===== src/rtl/l1_dcache.sv =====
`default_nettype none
// +--------------------------------------------------------------------------+
// | l1_dcache : direct-mapped, write-back, write-allocate L1 data cache       |
// | Revision  : 1.0                                                           |
// +--------------------------------------------------------------------------+
module l1_dcache #(
  parameter int s_offset = 5,
  parameter int s_index  = 3,
  parameter int s_tag    = 32 - s_offset - s_index
) (
  input  logic         clk,
  input  logic         rst,
  input  logic [31:0]  mem_address,
  input  logic         mem_read,
  input  logic         mem_write,
  input  logic [31:0]  mem_wdata,
  input  logic [3:0]   mem_byte_enable,
  output logic [31:0]  mem_rdata,
  output logic         mem_resp,
  output logic [31:0]  pmem_address,
  output logic         pmem_read,
  output logic         pmem_write,
  output logic [255:0] pmem_wdata,
  input  logic [255:0] pmem_rdata,
  input  logic         pmem_resp
);

  localparam int NUM_SETS = 1 << s_index;

  typedef enum logic [1:0] {
    IDLE      = 2'd0,
    WRITEBACK = 2'd1,
    ALLOCATE  = 2'd2
  } state_t;

  state_t state, state_next;

  logic [255:0]        data_arr [NUM_SETS];
  logic [s_tag-1:0]    tag_arr  [NUM_SETS];
  logic [NUM_SETS-1:0] valid_arr;
  logic [NUM_SETS-1:0] dirty_arr;

  logic [s_tag-1:0]   req_tag;
  logic [s_index-1:0] req_index;
  logic [2:0]         req_word;
  logic [255:0]       set_line;
  logic               req_valid;
  logic               hit;
  logic               hit_write;
  logic               wb_done;
  logic               fill_done;
  logic               unused_addr_bits;

  assign req_tag          = mem_address[31 -: s_tag];
  assign req_index        = mem_address[s_offset +: s_index];
  assign req_word         = mem_address[4:2];
  assign unused_addr_bits = ^mem_address[1:0];
  assign set_line         = data_arr[req_index];
  assign req_valid        = mem_read | mem_write;
  assign hit              = valid_arr[req_index] && (tag_arr[req_index] == req_tag);

  // All outputs are forced low while rst is high, even if state is stale.
  always_comb begin
    state_next   = state;
    mem_rdata    = '0;
    mem_resp     = 1'b0;
    pmem_address = '0;
    pmem_read    = 1'b0;
    pmem_write   = 1'b0;
    pmem_wdata   = '0;
    hit_write    = 1'b0;
    wb_done      = 1'b0;
    fill_done    = 1'b0;
    if (!rst) begin
      unique case (state)
        IDLE: begin
          if (req_valid) begin
            if (hit) begin
              mem_resp  = 1'b1;
              hit_write = mem_write;
              if (!mem_write) begin
                mem_rdata = set_line[{req_word, 5'b00000} +: 32];
              end
            end else if (dirty_arr[req_index]) begin
              state_next = WRITEBACK;
            end else begin
              state_next = ALLOCATE;
            end
          end
        end
        WRITEBACK: begin
          pmem_write   = 1'b1;
          pmem_address = {tag_arr[req_index], req_index, {s_offset{1'b0}}};
          pmem_wdata   = set_line;
          if (pmem_resp) begin
            wb_done    = 1'b1;
            state_next = ALLOCATE;
          end
        end
        ALLOCATE: begin
          pmem_read    = 1'b1;
          pmem_address = {mem_address[31:s_offset], {s_offset{1'b0}}};
          if (pmem_resp) begin
            fill_done  = 1'b1;
            state_next = IDLE;
          end
        end
        default: state_next = IDLE;
      endcase
    end
  end

  always_ff @(posedge clk) begin
    if (rst) begin
      state     <= IDLE;
      valid_arr <= '0;
      dirty_arr <= '0;
    end else begin
      state <= state_next;
      if (hit_write) begin
        dirty_arr[req_index] <= 1'b1;
      end
      if (wb_done) begin
        dirty_arr[req_index] <= 1'b0;
      end
      if (fill_done) begin
        valid_arr[req_index] <= 1'b1;
        dirty_arr[req_index] <= 1'b0;
      end
    end
  end

  // Storage carries no reset; contents only matter once the valid bit is set.
  always_ff @(posedge clk) begin
    if (fill_done) begin
      data_arr[req_index] <= pmem_rdata;
      tag_arr[req_index]  <= req_tag;
    end else if (hit_write) begin
      for (int b = 0; b < 4; b++) begin
        if (mem_byte_enable[b]) begin
          data_arr[req_index][{req_word, b[1:0], 3'b000} +: 8] <= mem_wdata[b*8 +: 8];
        end
      end
    end
  end

endmodule
`default_nettype wire


===== config.mk =====
export PLATFORM = sky130hd
export DESIGN_NAME = l1_dcache
export DESIGN_NICKNAME = d
export VERILOG_FILES = /design/src/rtl/l1_dcache.sv
export SDC_FILE = /design/constraint.sdc
export NUM_CORES = 2
export LEC_CHECK = 0
export CORE_MARGIN = 1
export CORE_UTILIZATION = 55
export CTS_CLUSTER_DIAMETER = 50
export DETAILED_ROUTE_END_ITERATION = 6
export MAX_ROUTING_LAYER = met4
export PLACE_DENSITY = 0.75
export SLEW_MARGIN = 15
export SYNTH_ARGS = -nofsm -noshare
export SYNTH_HDL_FRONTEND = slang
export SYNTH_SLANG_ARGS = --single-unit

===== constraint.sdc =====
create_clock -name clk -period 6.5 [get_ports clk]
set_input_delay 1.3 -clock clk [delete_from_list [all_inputs] [get_ports clk]]
set_output_delay 1.3 -clock clk [all_outputs]
set_load 0.05 [all_outputs]

==> results.md <==
* Post-placement cell count at 8731
* Proportion of synthesized flip-flops having asynchronous set or reset at 0%
* Most frequently used cell type in the post-synthesis netlist: sky130_fd_sc_hd__edfxtp_1
* Share of the synthesized area in the top cell type at 73.09%
* CTS Hold Bufs at 0
* Synth Cell Area at 92030 sq um
* Total number of vias at 63680
* First-pass GRT wire length at 461100 um
* Count of flip-flops with a built-in enable after synthesis at approximately 2200
* Antenna violations before repair at 53
* Cell count of the worst hold path at 1
* Vias in the first global route at 60050
* Reg clk slew, reported paths at roughly 0.06 ns
* Nets at around 7100
* Drt wl/cell at roughly 37 um
* Cell Pwr Density at 273.4 nW/um^2
* Worst reg2reg path depth at 9
* Antenna Violating Nets Remaining at 0
* Instance area after placement at 107100 sq um
* Max Fclk at 157.5 MHz
* Die width at between 400 and 500 um
* Max-slew headroom at 14.03%
* Sequential element share of the synthesized area at 73.48%
* Max-cap violation count at 0
* List of most frequent post-synthesis cells: sky130_fd_sc_hd__edfxtp_1, sky130_fd_sc_hd__nor2_1, sky130_fd_sc_hd__a22oi_1
* Cells resized by post-CTS repair at 0
* Total global routing track utilization at 40.69%
* Final design area excluding fillers at 114300 sq um
* Startpoint types: input port
* Initial drt markers at ~12000
* Number of CTS-inserted buffers at 213
* WP data required at approximately 5.2 ns
* Clock Skew at 0.08377 ns
* Period minus WS final at 6.349 ns
* Clock tree root driver cell: sky130_fd_sc_hd__clkbuf_16
* Outcome: finished with violations
* Area growth from synthesis to layout at 24.23%
* Share of post-route cells with drive strength above 1 at 23.26%
* Warning count from the yosys run at 0
* Synthesized instance count at 5771
* Failing checks: design-rule violations
* Clock latency on the worst-skew pair at between 0.9 and 1 ns
* Post-synthesis cell type count at 63
* Main area contributors after synthesis: sky130_fd_sc_hd__edfxtp_1, sky130_fd_sc_hd__a22oi_1, sky130_fd_sc_hd__mux2_2
* TritonCTS clock tree: done
* Floorplan die area at 169000 sq um
* Drt pass-1 iters at 7
* Post-route non-filler standard cell count at 9192
* Crit Path Class: in2out
* Count of clock tree sinks at 2258
* Register area at 67620 sq um
* Starting density of the core at 55.59%
* GRT overflow at 0
* Hold violation count in the final report at 0
* Static leakage at 38.42 nW
* Measured slew at the worst slew-check pin at roughly 1.3 ns
* Max Slew Vio Count at 0
* Cell taking the most area after synthesis: sky130_fd_sc_hd__edfxtp_1
* Share of the clock period used by the worst path after layout at 97.67%
* DRC Markers at just under 50
* Main flop type after synthesis: sky130_fd_sc_hd__edfxtp_1
* Input/output buffers at around 640
* Placement Rows at 149
* Number of filler instances in the final layout at between 10000 and 15000
* H-Tree Level Count at 4
* Worst supply voltage drop on vdd at 0.2923 mV
* Data arrival time at the worst-slack endpoint at roughly 5.1 ns
* Number of endpoints failing setup at the final stage at 0
* Maximum number of pins on one net before global-route repair at 91
* Fin Setup TNS at 0 ns
* Worst-case clock buffer depth at 3
* Average instance area after synthesis at 15.95 sq um
* Yosys reg bits at between 2000 and 2500
* Crit end category: output pin
* Total core area at 165500 sq um
* RSZ-0062 raised after global routing: no
* Die span in y at 411.1 um
* Overall routed net length at approximately 340000 um
* Number of vias per cell after detailed routing at 6.928
* Class of the worst hold path: reg2reg
* Final RePlAce weighted congestion at 1.004
* Pwr Total at between 0.03 and 0.04 W
* Placed wire-length estimate at 232400 um
* Setup bufs post-CTS at 0
* Crit-path max FO at between 50 and 60
* Area of combinational cells with multiple inputs at roughly 23000 sq um
* Ports placed on the boundary at about 650
[per-stage QoR]
stage	util (%)	hold WS, ns	setup WS [ns]
final	69.06	0.4679	0.1513
after global routing	69.04	0.4766	0.1225
after CTS	68.96	0.4665	0.2079
after detailed placement	64.70	0.4527	0.2900
after global placement	64.69	0.4462	0.4092
after floorplan	-	0.4400	0.1559
[state kept, by name, summed over array words and instances, names as in the netlist, named ones only]
signal     count
valid_arr      8
dirty_arr      7
state          2
tag_arr      192
data_arr    2048
[layout by cell type (no fill, tap or decap), drive strengths merged, types with 89 or more instances in the layout]
cell type / count
buf: 842
mux2i: 224
and2: 89
and3: 130
clkbuf: 280
a22oi: 566
a221oi: 123
mux2: 299
nand2: 116
a21oi: 159
clkdlybuf4s50: 338
nor2: 624
edfxtp: 2240
[critical path: stages]
cell and delay (ns):
sky130_fd_sc_hd__buf_8 0.42, sky130_fd_sc_hd__buf_12 0.26, sky130_fd_sc_hd__buf_12 0.18, sky130_fd_sc_hd__mux2i_1 0.22, sky130_fd_sc_hd__o211ai_1 0.13, sky130_fd_sc_hd__nand2_1 0.19
sky130_fd_sc_hd__nand3_1 0.17, sky130_fd_sc_hd__mux4_2 0.50, sky130_fd_sc_hd__nor2_1 0.97, sky130_fd_sc_hd__a211oi_1 0.22, sky130_fd_sc_hd__buf_4 0.23, sky130_fd_sc_hd__buf_12 0.14
[report_power, final]
part           switching (W)  internal (W)  total [W]
Sequential         0.0000224        0.0161     0.0161
Combinational        0.00179      0.000807    0.00259
Clock                0.00561       0.00693     0.0125
[layout make-up]
type,count,area share (%)
repair buffers,1182,12.13
well taps,2189,2.396
clock buffers,278,4.945
multi-input cells,3042,19.80
flip-flops and latches,2258,59.15
inverters,61,0.2046
clock inverters,119,1.233
diodes,63,0.1379
[path summary, 6_finish.rpt]
check | startpoint | slack (ns) | endpoint
max | mem_address[7] | 0.15 | mem_rdata[29]
min | valid_arr[5] | 0.47 | valid_arr[5]
max reg2reg | tag_arr[5][18] | 2.03 | data_arr[7][11]
min reg2reg | valid_arr[5] | 0.47 | valid_arr[5]
[routing by layer]
layer,wire length [um],vias to the layer above,share of wire (%),track usage (%)
met3,57210,1314,17,15.52
li1,-,25130,-,-
met1,106900,31010,32,48.98
met5,0,-,0,-
met2,146700,6227,43,56.99
met4,27780,0,8.2,27.13
[cells by family (layout without fill, tap and decap cells)]
| family | count (synthesis) | count (layout) | share of synthesized area, % |
|---|---|---|---|
| buffers and inverters | 475 | 1640 | 2.118 |
| xor gates and xnor gates | 11 | 11 | 0.1047 |
| muxes | 603 | 603 | 8.052 |
| AOI/OAI and AO/OA | 1202 | 1202 | 9.591 |
| adders and majority gates | 9 | 9 | 0.1224 |
| DFF | 2258 | 2258 | 73.48 |
| and+or+nand+nor | 1212 | 1212 | 6.527 |
| other | 1 | 68 | 0.004075 |
(Power assumes the default switching activity.)
